===== src/rtl/hazard_if.sv =====
// Pipeline <-> hazard unit signal bundle: stage register numbers and control bits in,
// stall/flush/forwarding controls and performance counters out.
interface hazard_if #(
    parameter int CNT_W = 16
);
    logic [4:0]       rs1_d, rs2_d, rs1_e, rs2_e, rd_e, rd_m, rd_w;
    logic             resultsrc_e, regwrite_m, regwrite_w, pcsrc_e, clr_cnt;
    logic             stall_f, stall_d, flush_d, flush_e;
    logic [1:0]       fwd_a_e, fwd_b_e;
    logic [CNT_W-1:0] stall_cnt, flush_cnt;

    modport master (
        output rs1_d, rs2_d, rs1_e, rs2_e, rd_e, rd_m, rd_w,
        output resultsrc_e, regwrite_m, regwrite_w, pcsrc_e, clr_cnt,
        input  stall_f, stall_d, flush_d, flush_e, fwd_a_e, fwd_b_e, stall_cnt, flush_cnt
    );

    modport slave (
        input  rs1_d, rs2_d, rs1_e, rs2_e, rd_e, rd_m, rd_w,
        input  resultsrc_e, regwrite_m, regwrite_w, pcsrc_e, clr_cnt,
        output stall_f, stall_d, flush_d, flush_e, fwd_a_e, fwd_b_e, stall_cnt, flush_cnt
    );
endinterface


===== src/rtl/hazard_unit.sv =====
// Hazard unit for the 5-stage pipeline: operand forwarding, multi-cycle load-use stall
// and branch-flush sequencing, and saturating stall/flush event counters.
//
// state | meaning
// RUN   | no sequence in progress; react to redirect or load-use this cycle
// STALL | holding F/D and bubbling E for the remaining load-use cycles
// FLUSH | clearing F/D and D/E for the remaining redirect cycles
module hazard_unit #(
    parameter int STALL_CYCLES = 1,
    parameter int FLUSH_CYCLES = 1,
    parameter int CNT_W        = 16
) (
    input logic     clk,
    input logic     rst_n,
    hazard_if.slave hz
);
    typedef enum logic [1:0] {RUN, STALL, FLUSH} state_t;

    localparam logic [3:0]       STALL_LOAD = 4'(STALL_CYCLES - 1);
    localparam logic [3:0]       FLUSH_LOAD = 4'(FLUSH_CYCLES - 1);
    localparam logic [CNT_W-1:0] CNT_MAX    = '1;

    state_t           state;
    logic [3:0]       cnt;
    logic [CNT_W-1:0] stall_cnt_q, flush_cnt_q;
    logic             lu, do_stall, do_flush;
    logic [1:0]       fwd_a, fwd_b;

    function automatic logic [1:0] fwd_sel(input logic [4:0] rs, input logic [4:0] rd_m,
                                           input logic [4:0] rd_w, input logic wr_m,
                                           input logic wr_w);
        if (wr_m && rd_m != 5'd0 && rd_m == rs)      return 2'b10;
        else if (wr_w && rd_w != 5'd0 && rd_w == rs) return 2'b01;
        else                                         return 2'b00;
    endfunction

    assign fwd_a = fwd_sel(hz.rs1_e, hz.rd_m, hz.rd_w, hz.regwrite_m, hz.regwrite_w);
    assign fwd_b = fwd_sel(hz.rs2_e, hz.rd_m, hz.rd_w, hz.regwrite_m, hz.regwrite_w);
    assign lu    = hz.resultsrc_e && hz.rd_e != 5'd0 &&
                   (hz.rd_e == hz.rs1_d || hz.rd_e == hz.rs2_d);

    // A redirect always wins over a stall; load-use is ignored while flushing.
    always_comb begin
        do_stall = 1'b0;
        do_flush = 1'b0;
        case (state)
            RUN: begin
                if (hz.pcsrc_e) do_flush = 1'b1;
                else if (lu)    do_stall = 1'b1;
            end
            STALL: begin
                if (hz.pcsrc_e) do_flush = 1'b1;
                else            do_stall = 1'b1;
            end
            FLUSH:   do_flush = 1'b1;
            default: ;
        endcase
    end

    assign hz.stall_f   = rst_n & do_stall;
    assign hz.stall_d   = rst_n & do_stall;
    assign hz.flush_d   = rst_n & do_flush;
    assign hz.flush_e   = rst_n & (do_stall | do_flush);
    assign hz.fwd_a_e   = rst_n ? fwd_a : 2'b00;
    assign hz.fwd_b_e   = rst_n ? fwd_b : 2'b00;
    assign hz.stall_cnt = stall_cnt_q;
    assign hz.flush_cnt = flush_cnt_q;

    always_ff @(posedge clk or negedge rst_n) begin
        if (!rst_n) begin
            state <= RUN;
            cnt   <= 4'd0;
        end else begin
            case (state)
                RUN: begin
                    if (hz.pcsrc_e) begin
                        if (FLUSH_CYCLES > 1) begin
                            state <= FLUSH;
                            cnt   <= FLUSH_LOAD;
                        end
                    end else if (lu && STALL_CYCLES > 1) begin
                        state <= STALL;
                        cnt   <= STALL_LOAD;
                    end
                end
                STALL: begin
                    if (hz.pcsrc_e) begin
                        if (FLUSH_CYCLES > 1) begin
                            state <= FLUSH;
                            cnt   <= FLUSH_LOAD;
                        end else begin
                            state <= RUN;
                            cnt   <= 4'd0;
                        end
                    end else begin
                        cnt <= cnt - 4'd1;
                        if (cnt == 4'd1) state <= RUN;
                    end
                end
                FLUSH: begin
                    if (hz.pcsrc_e) begin
                        if (FLUSH_CYCLES > 1) cnt <= FLUSH_LOAD;
                        else                  state <= RUN;
                    end else begin
                        cnt <= cnt - 4'd1;
                        if (cnt == 4'd1) state <= RUN;
                    end
                end
                default: begin
                    state <= RUN;
                    cnt   <= 4'd0;
                end
            endcase
        end
    end

    always_ff @(posedge clk or negedge rst_n) begin
        if (!rst_n) begin
            stall_cnt_q <= '0;
            flush_cnt_q <= '0;
        end else if (hz.clr_cnt) begin
            stall_cnt_q <= '0;
            flush_cnt_q <= '0;
        end else begin
            if (do_stall && stall_cnt_q != CNT_MAX)   stall_cnt_q <= stall_cnt_q + 1'b1;
            if (hz.pcsrc_e && flush_cnt_q != CNT_MAX) flush_cnt_q <= flush_cnt_q + 1'b1;
        end
    end
endmodule


===== src/flat_wrapper.sv =====
// flat-port wrapper written by rule: the top's interface ports become plain ports
module hazard_unit_flat 
#(
    parameter int STALL_CYCLES = 1,
    parameter int FLUSH_CYCLES = 1,
    parameter int CNT_W        = 16
)
  (clk, rst_n, hz_rs1_d, hz_rs2_d, hz_rs1_e, hz_rs2_e, hz_rd_e, hz_rd_m, hz_rd_w, hz_resultsrc_e, hz_regwrite_m, hz_regwrite_w, hz_pcsrc_e, hz_clr_cnt, hz_stall_f, hz_stall_d, hz_flush_d, hz_flush_e, hz_fwd_a_e, hz_fwd_b_e, hz_stall_cnt, hz_flush_cnt);
  hazard_if #(.CNT_W(CNT_W)) hz_i ();
  input logic clk;
  input logic rst_n;
  input wire logic [$bits(hz_i.rs1_d)-1:0] hz_rs1_d;
  input wire logic [$bits(hz_i.rs2_d)-1:0] hz_rs2_d;
  input wire logic [$bits(hz_i.rs1_e)-1:0] hz_rs1_e;
  input wire logic [$bits(hz_i.rs2_e)-1:0] hz_rs2_e;
  input wire logic [$bits(hz_i.rd_e)-1:0] hz_rd_e;
  input wire logic [$bits(hz_i.rd_m)-1:0] hz_rd_m;
  input wire logic [$bits(hz_i.rd_w)-1:0] hz_rd_w;
  input wire logic [$bits(hz_i.resultsrc_e)-1:0] hz_resultsrc_e;
  input wire logic [$bits(hz_i.regwrite_m)-1:0] hz_regwrite_m;
  input wire logic [$bits(hz_i.regwrite_w)-1:0] hz_regwrite_w;
  input wire logic [$bits(hz_i.pcsrc_e)-1:0] hz_pcsrc_e;
  input wire logic [$bits(hz_i.clr_cnt)-1:0] hz_clr_cnt;
  output wire logic [$bits(hz_i.stall_f)-1:0] hz_stall_f;
  output wire logic [$bits(hz_i.stall_d)-1:0] hz_stall_d;
  output wire logic [$bits(hz_i.flush_d)-1:0] hz_flush_d;
  output wire logic [$bits(hz_i.flush_e)-1:0] hz_flush_e;
  output wire logic [$bits(hz_i.fwd_a_e)-1:0] hz_fwd_a_e;
  output wire logic [$bits(hz_i.fwd_b_e)-1:0] hz_fwd_b_e;
  output wire logic [$bits(hz_i.stall_cnt)-1:0] hz_stall_cnt;
  output wire logic [$bits(hz_i.flush_cnt)-1:0] hz_flush_cnt;
  assign hz_i.rs1_d = hz_rs1_d;
  assign hz_i.rs2_d = hz_rs2_d;
  assign hz_i.rs1_e = hz_rs1_e;
  assign hz_i.rs2_e = hz_rs2_e;
  assign hz_i.rd_e = hz_rd_e;
  assign hz_i.rd_m = hz_rd_m;
  assign hz_i.rd_w = hz_rd_w;
  assign hz_i.resultsrc_e = hz_resultsrc_e;
  assign hz_i.regwrite_m = hz_regwrite_m;
  assign hz_i.regwrite_w = hz_regwrite_w;
  assign hz_i.pcsrc_e = hz_pcsrc_e;
  assign hz_i.clr_cnt = hz_clr_cnt;
  assign hz_stall_f = hz_i.stall_f;
  assign hz_stall_d = hz_i.stall_d;
  assign hz_flush_d = hz_i.flush_d;
  assign hz_flush_e = hz_i.flush_e;
  assign hz_fwd_a_e = hz_i.fwd_a_e;
  assign hz_fwd_b_e = hz_i.fwd_b_e;
  assign hz_stall_cnt = hz_i.stall_cnt;
  assign hz_flush_cnt = hz_i.flush_cnt;
  hazard_unit #(.STALL_CYCLES(STALL_CYCLES), .FLUSH_CYCLES(FLUSH_CYCLES), .CNT_W(CNT_W)) u_core (.clk(clk), .rst_n(rst_n), .hz(hz_i));
endmodule

===== config.mk =====
export PLATFORM = sky130hd
export DESIGN_NAME = hazard_unit_flat
export DESIGN_NICKNAME = d
export VERILOG_FILES = /design/src/rtl/hazard_if.sv /design/src/rtl/hazard_unit.sv /design/src/flat_wrapper.sv
export SDC_FILE = /design/constraint.sdc
export NUM_CORES = 1
export LEC_CHECK = 0
export ABC_AREA = 1
export CORE_UTILIZATION = 42
export DETAILED_ROUTE_END_ITERATION = 12
export GPL_TIMING_DRIVEN = 0
export PLACE_DENSITY = 0.85
export SLEW_MARGIN = 10
export SYNTH_ARGS = -nofsm -noshare
export SYNTH_HDL_FRONTEND = slang
export SYNTH_SLANG_ARGS = --single-unit

===== constraint.sdc =====
create_clock -name clk -period 1.57 [get_ports clk]
set_clock_uncertainty 0.1 [all_clocks]
set_input_delay 0.314 -clock clk [delete_from_list [all_inputs] [get_ports clk]]
set_output_delay 0.314 -clock clk [all_outputs]
set_load 0.05 [all_outputs]

# --- Word level (Yosys, flattened, before mapping) ---
# Cells that the tools add are included.
word_totals:
  ramBits: 0
  wordCells: 68
  latch_bits: 0
  inputBits: 42
  mem_count: 0
  rom_bits: 0
  ff_bits: 38
op_classes:
  shift: 0
  n_addsub: 3
  n_div: 0
  magnitude_cmp: 0
  reduce_logical: 21
  n_mux: 22
  multipliers: 0
  eq_ne: 13
  bitwise: 5
op_table:
  columns: ["cell", "n"]
  rows:
  - ["$mux 16", 4]
  - ["$add 16x1->16 const B", 2]
  - ["$ne 16x16->1 const B", 2]
  - ["$eq 5x5->1", 6]
  - ["$reduce_bool 5->1", 3]
  - ["$mux 2", 6]
  - ["$pmux 4 s3", 1]
  - ["$logic_and 1x1->1", 10]
  - ["$mux 4", 2]
  - ["$mux 1", 6]
  - ["$eq 4x1->1 const B", 1]
  - ["$pmux 1 s2", 2]
  - ["$pmux 2 s2", 1]
  - ["$reduce_and 2->1", 2]
  - ["$reduce_bool 2->1", 2]
  - ["$reduce_or 2->1", 2]
  - ["$sub 4x1->4 const B", 1]
  - ["$and 1x1->1", 3]
  - ["$ne 3x1->1 const B", 1]
  - ["$eq 2x1->1 const B", 1]
  - ["$eq 2x2->1 const B", 1]
  - ["$logic_not 2->1", 1]
  - ["$ne 2x2->1 const B", 1]
  - ["$logic_or 1x1->1", 1]
  - ["other kinds (2)", 2]

# --- Longest topological paths before layout ---
# Gate-level depths: netlist of the first run.
depth:
  ltp_word: 9
  ltp_mapped: 11

# --- Worst setup path before layout of the first run ---
# OpenSTA, ideal clock, no wires.
synth_timing:
  kind: "input-to-output"
  startpoint: "input port hz_rd_e[2]"
  endpoint: "output port hz_stall_f"
  required_time_ns: 1.156
  arrival_time_ns: 2.224
  n_path_buf: 1
  stages: 9
  path_slack_ns: -1.068
  path_cell_list: "inv_1 nand2_1 nand2_1 nor2_1 nand3_1 nand2_1 nand2_1 nor3_1 buf_4"
synth_between:
  elab_chain_len: 7
  word_cells_on_any_way: 10
  classes_between: "2 x eq/ne; 3 x mux; 1 x bitwise; 4 x reduce/logical"
synth_rtl:
  columns: ["item", "line_no", "rtl"]
  rows:
  - ["from (decl)", "flat_wrapper.sv:16", "input wire logic [$bits(hz_i.rd_e)-1:0] hz_rd_e;"]
  - ["$eq 5x5->1 or $reduce_bool 5->1 (tied branches)", "hazard_unit.sv:40, hazard_unit.sv:39", null]
  - ["$logic_or 1x1->1 or $logic_and 1x1->1 (tied branches)", "hazard_unit.sv:40, hazard_unit.sv:39", null]
  - ["$logic_and 1x1->1 (*)", "hazard_unit.sv:39", "assign lu = hz.resultsrc_e && hz.rd_e != 5'd0 &&"]
  - ["$mux 1 (*)", "hazard_unit.sv:49", "else if (lu) do_stall = 1'b1;"]
  - ["$mux 1 (*)", "hazard_unit.sv:48", "if (hz.pcsrc_e) do_flush = 1'b1;"]
  - ["$pmux 1 s2 (*)", "hazard_unit.sv:46", "case (state)"]
  - ["$and 1x1->1 (*)", null, null]
  - ["to (decl)", "flat_wrapper.sv:24", "output wire logic [$bits(hz_i.stall_f)-1:0] hz_stall_f;"]
# Mark *: on every way between the ends. The rest lies on a longest branch, timed or not.

# --- Worst setup path after layout of the first run ---
layout_timing:
  startpoint: "input port hz_rs1_d[1]"
  endpoint: "output port hz_stall_f"
layout_between:
  elab_chain_len: 7
layout_rtl:
  columns: ["item", "line_no", "rtl"]
  rows:
  - ["from (decl)", "flat_wrapper.sv:12", "input wire logic [$bits(hz_i.rs1_d)-1:0] hz_rs1_d;"]
  - ["$eq 5x5->1", "hazard_unit.sv:40", "(hz.rd_e == hz.rs1_d || hz.rd_e == hz.rs2_d);"]
  - ["$logic_or 1x1->1", "hazard_unit.sv:40", null]
  - ["$logic_and 1x1->1", "hazard_unit.sv:39", null]
  - ["$mux 1", "hazard_unit.sv:49", null]
  - ["$mux 1", "hazard_unit.sv:48", null]
  - ["$pmux 1 s2", "hazard_unit.sv:46", null]
  - ["$and 1x1->1", "hazard_unit.sv:60", "assign hz.stall_f = rst_n & do_stall;"]
# No other way between the ends.

==> flow_metrics.tcl, run 1 <==
set metrics [dict create \
    gp_routability_congestion 0.914 \
    totalPowerFinal_mw 2.26 \
    max_slew.worst_pin.slew_ps 657 \
    critical_path.startpoint "hz_rs1_d[1]" \
    grt_overflow_total 0 \
    die-width_um 79.8 \
    m1WireLength_mm 3.79 \
    cap_viol_max_count 0 \
    setup_slack_ps -288 \
    post_synth_main_area_contributors "sky130_fd_sc_hd__dfrtp_1, sky130_fd_sc_hd__nand2_1, sky130_fd_sc_hd__nor2_1" \
    critPathMostFrequentCell "sky130_fd_sc_hd__nand2_1" \
    dieHeight_um 79.8 \
    rr_endpoint "u_core.hz.flush_cnt[11]" \
    timing.critical_path.slowest_stage_cell "sky130_fd_sc_hd__nor3_4" \
    floorplan.core_area_um2 5680 \
    synth.largest_area_cell "sky130_fd_sc_hd__dfrtp_1" \
    critical_path.n_buffers_inverters 4 \
    crit_arrival_ps 1440 \
    worst_path_dominant_cell_family "simple AND/OR/NAND/NOR gates" \
    synthTopCellsByCount "sky130_fd_sc_hd__nand2_1, sky130_fd_sc_hd__nor2_1, sky130_fd_sc_hd__inv_1" \
    synthesis.instances 384 \
    outcome "complete, but fails checks" \
    diodes 0 \
    yosys.cell_types.count 32 \
    rows 27 \
    cp.required_ps 1160 \
    ant_nets 0 \
    timing.slew.headroom 0.559 \
    setup.worst_path.class "in -> out" \
    synth_seq_cells 32 \
    dp_hpwl_mm 5.55 \
    drt_iter0_markers 235 \
    report.final.slew_viol_count 0 \
    failed_checks "negative setup slack" \
    synthFlopType "sky130_fd_sc_hd__dfrtp_1" \
    drive_gt1_frac 0.529 \
    drt-total-wl_mm 10.7 \
    grt_start_max_net_pins 33 \
    worstPathCellList "buf_2, inv_1, nand2_1, nand2_1, nor2_1, nand3_1, nand2_2, nand2_4, nor3_4, buf_6, buf_8" \
    wl_met3_mm 1.13 \
    post-route-period-util 1.18 \
    grt_pass1_vias 3074 \
    wire_per_inst_um 18.1 \
    worst_setup_ep "hz_stall_f" \
    synth_area_per_cell_um2 6.63 \
    layout-area-overhead-vs-synth_pct 77.6 \
    crit_path_largest_cell_delay_ps 230 \
    crit_path_max_fanout 2 \
    synth-edff-count 0 \
    grt_pass1_wl_mm 14.3 \
    reg2reg_from "u_core.hz.flush_cnt[8]" \
    highest_layer "met4" \
    layout.filler_cells 344 \
    crit_cells 11 \
    yosysWarnings 0 \
    peakVddDrop_v 0.000677 \
    reg2regPathDepth 9 \
    routed-wl-met2_mm 5.25 \
    clock_sinks 32 \
    min_cycle_time_layout_ps 1860 \
    clock-root-buffer "sky130_fd_sc_hd__clkbuf_8" \
    final_net_count 563 \
    total_leakage_power_nw 2.15 \
    clkSlewWorstSetupHoldPaths_ps 70 \
    io_buffers 81 \
    gr_usage_total 0.287 \
    ctsLongestPathBuffers 2 \
    postSynth.asyncResetShare 1.00 \
    initial_core_util 0.448 \
    seq_area_frac_synth 0.315 \
    first_pass_iters 5 \
    fin_worst_hold_slack_ps 463 \
    hold_class "reg -> reg" \
    fmax_mhz 538 \
    netlist.area_leader.share 0.315 \
    clk_latency_ps 300 \
    avgViaCountPerCell 5.75 \
    fp.dieArea_um2 6370 \
    timing.final.setup_violations 43 \
    grt_antenna_before_repair 0 \
    synthesis.area_um2 2540 \
    timing.reg2reg.setup_slack_ps -240 \
    ioPinCount 82 \
    cts_made_buffers 5 \
    end_kind "output port" \
    htree_levels 2 \
    cp-start-kind "primary input" \
    rsz0062_at_grt "true" \
    routed-via-count 3403 \
    postSynthNetCount 428 \
    pwrdens_nw_per_um2 499 \
    hold_viol 0 \
    tritoncts_clock_tree "yes" \
    route.detailed.drc 0 \
    synth_most_common_cell "sky130_fd_sc_hd__nand2_1" \
]
## power by group
part,switching (mW),internal (mW),total (mW),leakage (nW)
clock,0.346,0.358,0.705,0.0455
sequential,0.0216,0.841,0.863,0.411
combinational,0.382,0.307,0.690,1.69
## repair_timing
item	CTS	global route
endpoints found under the setup margin	72	46
endpoints found under the hold margin	32	0
pin swaps	66	55
buffers inserted	21	21
gates resized for setup	385	99
cloned	2	1
hold buffers	2	0
## routing by layer
metal	GRT usage	up-vias
li1	-	1503
met1	0.350	1578
met2	0.503	254
met3	0.0457	68
met4	0.113	0
met5	0	-
## worst min path at each step
stage	start	end	slack, ps	depth (start not counted)
finish	u_core.hz.flush_cnt[13]	u_core.hz.flush_cnt[13]	460	2
global route	u_core.hz.flush_cnt[13]	u_core.hz.flush_cnt[13]	510	2
CTS	u_core.hz.flush_cnt[14]	u_core.hz.flush_cnt[14]	450	2
detailed placement	rst_n	u_core.hz.flush_cnt[1]	330	1
global placement	u_core.hz.flush_cnt[14]	u_core.hz.flush_cnt[14]	430	2
floorplan	rst_n	u_core.hz.flush_cnt[0]	-80	0
## flip-flops by register name, summed over array words and instances, names as in the netlist
| signal | cells |
|---|---|
| u_core.hz.stall_cnt | 16 |
| u_core.hz.flush_cnt | 16 |
## cell usage in the layout, fill, tap and decap left out, types with 3 or more instances in the layout
master,n
sky130_fd_sc_hd__buf_2,18
sky130_fd_sc_hd__buf_4,39
sky130_fd_sc_hd__buf_6,30
sky130_fd_sc_hd__buf_8,11
sky130_fd_sc_hd__clkbuf_1,4
sky130_fd_sc_hd__clkbuf_4,3
sky130_fd_sc_hd__clkbuf_8,6
sky130_fd_sc_hd__clkdlybuf4s15_2,22
sky130_fd_sc_hd__dfrtp_1,12
sky130_fd_sc_hd__dfrtp_2,20
sky130_fd_sc_hd__dlygate4sd2_1,4
sky130_fd_sc_hd__inv_1,30
sky130_fd_sc_hd__inv_2,8
sky130_fd_sc_hd__inv_4,4
sky130_fd_sc_hd__nand2_1,68
sky130_fd_sc_hd__nand2_2,35
sky130_fd_sc_hd__nand2_4,10
sky130_fd_sc_hd__nand3_1,29
sky130_fd_sc_hd__nand3_2,7
sky130_fd_sc_hd__nand3_4,3
sky130_fd_sc_hd__nand4_1,16
sky130_fd_sc_hd__nor2_1,37
sky130_fd_sc_hd__nor2_2,8
sky130_fd_sc_hd__nor2_4,9
sky130_fd_sc_hd__nor3_1,6
sky130_fd_sc_hd__nor3_4,4
sky130_fd_sc_hd__o21ai_0,3
sky130_fd_sc_hd__o21ai_2,10
sky130_fd_sc_hd__xnor2_1,11
sky130_fd_sc_hd__xnor2_2,4
sky130_fd_sc_hd__xor2_1,15
sky130_fd_sc_hd__xor2_2,3
## logic make-up (layout without fill, tap and decap cells)
logic type,after synthesis,after routing,share of synthesized area
XOR/XNOR,33,33,0.114
AO/OA/AOI/OAI,23,23,0.0595
AND/OR/NAND/NOR,240,240,0.414
flip-flops,32,32,0.315
adder cells (fa/ha/maj),2,2,0.00983
buffers and inverters,54,190,0.0880
## through the flow
| step | std cells | cell area (µm²) | setup TNS [ps] | util | worst slack (ps) |
|---|---|---|---|---|---|
| 2_1_floorplan | 384 | 2710 | -6960 | - | -344 |
| 3_3_place_gp | 537 | 3610 | -58710 | 0.637 | -2490 |
| 3_5_place_dp | 537 | 3610 | -27590 | 0.636 | -1420 |
| 4_1_cts | 570 | 4080 | -4460 | 0.719 | -212 |
| 5_1_grt | 592 | 4520 | -7940 | 0.797 | -359 |
| 6_report | 592 | 4520 | -5690 | 0.797 | -288 |
## area by class of cell
cell class	instances	area [µm²]	share of cell area
Multi-Input combinational cell	298	2010	0.445
Timing Repair Buffer	128	1230	0.272
Sequential cell	32	826	0.183
Inverter	44	186	0.0412
Clock buffer	8	90.1	0.0199
Tap cell	72	90.1	0.0199
Buffer	10	86.3	0.0191
## worst register-to-register path, cell delays in order (launching register included)
cell                      delay, ps
sky130_fd_sc_hd__dfrtp_2        430
sky130_fd_sc_hd__nand2_2        110
sky130_fd_sc_hd__nor3_4         290
sky130_fd_sc_hd__nand3_4        150
sky130_fd_sc_hd__o21ai_4        200
sky130_fd_sc_hd__nand2_4        130
sky130_fd_sc_hd__buf_6          170
sky130_fd_sc_hd__inv_8           70
sky130_fd_sc_hd__nand2_1         50
sky130_fd_sc_hd__nand2_1         60
Note: power is estimated with default switching activity, not from simulation.
==> inputs of run 2 (changes only) <==
--- a/config.mk
+++ b/config.mk
@@ -14,3 +14,4 @@
 export SYNTH_ARGS = -nofsm -noshare
 export SYNTH_HDL_FRONTEND = slang
 export SYNTH_SLANG_ARGS = --single-unit
+export TNS_END_PERCENT = 30
==> flow_metrics.tcl, run 2 (same netlist as run 1, synthesis figures left out) <==
set metrics [dict create \
    outcome "complete, but fails checks" \
    failed_checks "negative setup slack" \
    reg2reg_from "u_core.hz.flush_cnt[0]" \
    clock_power_share 0.313 \
    timing.slew.headroom 0.633 \
    regArea_um2 820 \
    first_pass_iters 6 \
    pwrdens_nw_per_um2 518 \
    dieHeight_um 79.8 \
    dp_hpwl_mm 5.46 \
    crit_arrival_ps 1380 \
    fmax_mhz 557 \
    worst_path_dominant_cell_family "simple AND/OR/NAND/NOR gates" \
    met2_usage 0.495 \
    grt_util_met1 0.313 \
    layout_common_cells "sky130_fd_sc_hd__nand2_1, sky130_fd_sc_hd__nor2_1, sky130_fd_sc_hd__nand3_1, sky130_fd_sc_hd__buf_4, sky130_fd_sc_hd__inv_1" \
    share_seq_of_total_power 0.396 \
    drt-total-wl_mm 9.34 \
    fp.dieArea_um2 6370 \
    hold_critical_path_depth 2 \
    avgViaCountPerCell 5.57 \
    grt_overflow_total 0 \
    htree_levels 2 \
    grt_antenna_before_repair 0 \
    route.detailed.drc 0 \
    routed-via-count 3238 \
    tritoncts_clock_tree "yes" \
    hold_viol 0 \
    max_slew.worst_pin.slew_ps 551 \
    end_kind "output port" \
    gr-max-usage-layer "met2" \
    rr_endpoint "u_core.hz.flush_cnt[4]" \
    report.final.slew_viol_count 0 \
    die-width_um 79.8 \
    net-switching-power_mw 0.699 \
    drt_iter0_markers 269 \
    post-route-period-util 1.14 \
    peakVddDrop_v 0.000460 \
    ioPinCount 82 \
    crit_path_largest_cell_delay_ps 210 \
    cp-start-kind "primary input" \
    power_switching_share 0.320 \
    grt_pass1_vias 2999 \
    timing.final.setup_violations 40 \
    layout.filler_cells 401 \
    min_cycle_time_layout_ps 1790 \
    reg2regPathDepth 10 \
    cts_made_buffers 5 \
    critical_path.n_buffers_inverters 3 \
    final_net_count 552 \
    worst_hold_startpoint "u_core.hz.flush_cnt[14]" \
    rows 27 \
    io_buffers 81 \
    clock-root-buffer "sky130_fd_sc_hd__clkbuf_8" \
    rsz0062_at_grt "true" \
    crit_path_max_fanout 5 \
    initial_core_util 0.448 \
    layout.cells.most_common "sky130_fd_sc_hd__nand2_1" \
    dp_worst_setup_slack_ps -1420 \
    drive_gt1_frac 0.448 \
    clk_latency_ps 290 \
    timing.critical_path.slowest_stage_cell "sky130_fd_sc_hd__nor3_4" \
    cp.required_ps 1160 \
    floorplan.core_area_um2 5680 \
    setup.worst_path.class "in -> out" \
    timing.reg2reg.setup_slack_ps -210 \
    clkSlewWorstSetupHoldPaths_ps 70 \
    finish.utilization 0.743 \
    gp_routability_congestion 0.904 \
    comb_power_share 0.291 \
    setup_slack_ps -224 \
    multi_input_area_um2 1870 \
    gr_usage_total 0.272 \
    fin_worst_hold_slack_ps 458 \
    clock_sinks 32 \
    total_leakage_power_nw 2.09 \
    totalPowerFinal_mw 2.18 \
    diodes 0 \
    worstPathCellList "buf_8, nor2_4, nor2_1, nor2_1, nand3_1, nand2_2, nand2_4, nor3_4, buf_6, buf_8" \
    grt_pass1_wl_mm 13.5 \
    cap_viol_max_count 0 \
    met3_usage 0.0469 \
    worst_hold_path_endpoint "u_core.hz.flush_cnt[14]" \
    wire_per_inst_um 16.1 \
    grt_start_max_net_pins 33 \
    ctsLongestPathBuffers 2 \
    ant_nets 0 \
    layout-area-overhead-vs-synth_pct 65.7 \
    hold_class "reg -> reg" \
    power_report.internal_total_mw 1.49 \
]
## run 2: power groups by stage
stage | combinational [mW] | clock (mW) | sequential [mW]
3_3_place_gp | 0.465 | 0 | 0.882
2_1_floorplan | 0.197 | 0 | 0.929
4_1_cts | 0.552 | 0.688 | 0.866
3_5_place_dp | 0.477 | 0 | 0.882
6_report | 0.636 | 0.684 | 0.864
5_1_grt | 0.675 | 0.735 | 0.865
## run 2: how the worst max path moves through the flow
stage,from,end,slack (ps),cells after the start
floorplan,u_core.hz.flush_cnt[0],u_core.hz.flush_cnt[11],-350,9
global placement,rst_n,hz_stall_f,-2350,5
detailed placement,hz_rd_e[0],hz_stall_f,-1420,11
CTS,u_core.hz.flush_cnt[1],u_core.hz.flush_cnt[9],-200,9
global route,hz_rd_e[0],hz_stall_f,-310,10
finish,hz_rd_e[0],hz_stall_f,-220,10
## run 2: tightest hold or removal path: cells and delay by family (launching register included)
family | cells | cell delay [ps]
DFF | 1 | 420
and+or+nand+nor | 2 | 110
## run 2: cell type report
class                           instances  area share
Multi-Input combinational cell        298       0.444
Timing Repair Buffer                  117       0.257
Sequential cell                        32       0.194
Inverter                               44      0.0421
Tap cell                               72      0.0214
Clock buffer                            7      0.0205
Buffer                                 10      0.0190
Clock inverter                          1     0.00178
## run 2: per-layer routing
| layer | part of all wire | vias up |
|---|---|---|
| li1 | - | 1485 |
| met1 | 0.36 | 1500 |
| met2 | 0.51 | 204 |
| met3 | 0.086 | 49 |
| met4 | 0.039 | 0 |
| met5 | 0 | - |
## run 2: what timing repair did
item | CTS | global route
setup endpoints to repair | 72 | 57
hold endpoints to repair | 32 | 0
gates resized for setup | 363 | 92
buffers inserted | 13 | 20
hold buffers | 2 | 0
gates cloned | 1 | 1
pin swaps | 56 | 41
## run 2: stage by stage
stage / setup TNS (ps) / cells / instance area (µm²)
after floorplan: -9650 / 384 / 2640
after global placement: -56820 / 537 / 3540
after detailed placement: -27540 / 537 / 3530
after CTS: -6670 / 561 / 3950
after global routing: -8030 / 581 / 4220
final: -5250 / 581 / 4220
==> inputs of run 3 (changes only) <==
--- a/config.mk
+++ b/config.mk
@@ -6,10 +6,12 @@
 export NUM_CORES = 1
 export LEC_CHECK = 0
 export ABC_AREA = 1
+export ABC_CLOCK_PERIOD_IN_PS = 1570
 export CORE_UTILIZATION = 42
 export DETAILED_ROUTE_END_ITERATION = 12
 export GPL_TIMING_DRIVEN = 0
 export PLACE_DENSITY = 0.85
+export SETUP_SLACK_MARGIN = 0.3
 export SLEW_MARGIN = 10
 export SYNTH_ARGS = -nofsm -noshare
 export SYNTH_HDL_FRONTEND = slang
==> flow_metrics.tcl, run 3 (same netlist as run 1, synthesis figures left out) <==
set metrics [dict create \
    outcome "complete, but fails checks" \
    failed_checks "negative setup slack" \
    fmax_mhz 540 \
    grt_pass1_wl_mm 14.7 \
    layout.cells.most_common "sky130_fd_sc_hd__nand2_1" \
    power_report.internal_total_mw 1.46 \
    reg2reg_from "u_core.hz.flush_cnt[8]" \
    timing.reg2reg.setup_slack_ps -280 \
    drive_gt1_frac 0.499 \
    gr_usage_total 0.299 \
    cp-start-kind "flop" \
    crit_path_largest_cell_delay_ps 480 \
    grt_overflow_total 0 \
    power_switching_share 0.339 \
    cp.required_ps 1670 \
    total_leakage_power_nw 2.25 \
    ioPinCount 82 \
    first_pass_iters 7 \
    end_kind "flop" \
    drt_iter0_markers 403 \
    grt_pass1_vias 3163 \
    critPathMostFrequentCell "sky130_fd_sc_hd__nand2_4" \
    io_buffers 81 \
    avgViaCountPerCell 5.77 \
    totalPowerFinal_mw 2.21 \
    dieHeight_um 79.8 \
    clkSlewWorstSetupHoldPaths_ps 80 \
    clock_power_share 0.304 \
    fin_worst_hold_slack_ps 155 \
    route.detailed.drc 0 \
    initial_core_util 0.448 \
    max_slew.worst_pin.slew_ps 779 \
    grt_start_max_net_pins 18 \
    pwrdens_nw_per_um2 493 \
    ctsLongestPathBuffers 2 \
    drt-total-wl_mm 10.6 \
    timing.final.setup_violations 41 \
    crit_path_max_fanout 5 \
    final_net_count 564 \
    die-width_um 79.8 \
    crit_arrival_ps 1950 \
    setup_slack_ps -280 \
    instances_no_fill 593 \
    setup.worst_path.class "reg -> reg" \
    timing.critical_path.slowest_stage_cell "sky130_fd_sc_hd__dfrtp_1" \
    post-route-period-util 1.18 \
    floorplan.core_area_um2 5680 \
    layout_common_cells "sky130_fd_sc_hd__nand2_1, sky130_fd_sc_hd__nor2_1, sky130_fd_sc_hd__buf_4, sky130_fd_sc_hd__nand3_1, sky130_fd_sc_hd__buf_6" \
    layout.filler_cells 350 \
    placedInstanceArea_um2 3530 \
    hold_viol 0 \
    clock-root-buffer "sky130_fd_sc_hd__clkbuf_8" \
    fp.dieArea_um2 6370 \
    rr_endpoint "u_core.hz.flush_cnt[4]" \
    cts_made_buffers 5 \
    clock_sinks 32 \
    timing.slew.headroom 0.480 \
    peakVddDrop_v 0.000421 \
    routed-via-count 3420 \
    hold_class "in -> async" \
    ant_nets 0 \
    rows 27 \
    layout-area-overhead-vs-synth_pct 75.8 \
    comb_power_share 0.304 \
    dpl.cell_count 537 \
    htree_levels 2 \
    diodes 0 \
    final_design_area_no_fill_um2 4470 \
    rsz0062_at_grt "true" \
    min_cycle_time_layout_ps 1850 \
    grt_antenna_before_repair 0 \
    reg2regPathDepth 8 \
    gp_routability_congestion 0.910 \
    share_seq_of_total_power 0.392 \
    wire_per_inst_um 17.9 \
    worstPathCellList "nand2_4, nor3_4, nand3_4, o21ai_4, nand2_4, buf_8, nand2_4, nand2_2" \
    cap_viol_max_count 0 \
    report.final.slew_viol_count 0 \
    tritoncts_clock_tree "yes" \
    clk_latency_ps 300 \
    net-switching-power_mw 0.749 \
    dp_hpwl_mm 5.40 \
]
run 3: cell types whose count changed in the layout (fill, tap and decap cells not counted), moves of 6 or more:
cell                              delta
sky130_fd_sc_hd__buf_4              +11
sky130_fd_sc_hd__buf_6               +6
sky130_fd_sc_hd__buf_8              +13
sky130_fd_sc_hd__clkdlybuf4s15_2    -14
sky130_fd_sc_hd__dfrtp_1             -6
sky130_fd_sc_hd__dfrtp_2             +6
sky130_fd_sc_hd__nand2_1            -10
run 3: how the worst max path moves through the flow:
stage / slack [ps] / start / end / cells past startpoint
3_3_place_gp: -2350 / rst_n / hz_stall_f / 5
6_report: -280 / u_core.hz.flush_cnt[8] / u_core.hz.flush_cnt[4] / 8
4_1_cts: -170 / u_core.hz.flush_cnt[0] / u_core.hz.flush_cnt[1] / 8
5_1_grt: -310 / u_core.hz.flush_cnt[8] / u_core.hz.flush_cnt[4] / 8
3_5_place_dp: -1450 / hz_rd_e[0] / hz_stall_f / 11
2_1_floorplan: -350 / u_core.hz.flush_cnt[0] / u_core.hz.flush_cnt[11] / 9
run 3: area by class of cell:
type                            instances  area (µm²)  area share
Inverter                               44         175      0.0391
Clock inverter                          3        18.8     0.00419
Tap cell                               72        90.1      0.0201
Buffer                                 10        83.8      0.0187
Sequential cell                        32         827       0.185
Clock buffer                            5        68.8      0.0154
Multi-Input combinational cell        298        1930       0.430
Timing Repair Buffer                  129        1280       0.287
run 3: repair_timing:
item                                    CTS  global route
cloned                                    2             2
gates resized for setup                 438           136
pin swaps                                56            38
hold buffers                              2             0
endpoints found under the hold margin    32             0
buffers inserted                         24            18
endpoints found under the setup margin   72            86
run 3: per-layer routing:
metal	vias up	global-route usage	routed length [µm]	share of wire
met1	1581	0.337	3730	0.35
met3	95	0.0594	907	0.086
met5	-	0	0	0
met4	0	0.123	665	0.063
li1	1510	-	-	-
met2	234	0.544	5310	0.50
run 3: power by group through the flow:
stage          combinational, mW  clock [mW]  sequential (mW)
6_report                   0.671       0.672            0.864
5_1_grt                    0.708       0.704            0.866
4_1_cts                    0.572       0.662            0.863
3_5_place_dp               0.478           0            0.882
3_3_place_gp               0.464           0            0.882
2_1_floorplan              0.197           0            0.929
run 3: critical path, delay by kind of cell (launching register included):
| kind | cells | cell delay [ps] |
|---|---|---|
| DFF | 1 | 480 |
| AOI/OAI and AO/OA | 1 | 210 |
| and+or+nand+nor | 6 | 790 |
| buffers and inverters | 1 | 170 |
run 3: metrics by stage:
| stage | setup WS, ps | TNS, ps | util |
|---|---|---|---|
| global placement | -2350 | -57050 | 0.623 |
| detailed placement | -1450 | -27530 | 0.622 |
| CTS | -171 | -5090 | 0.713 |
| floorplan | -345 | -9650 | - |
| global route | -306 | -9690 | 0.788 |
| finish | -280 | -7870 | 0.788 |
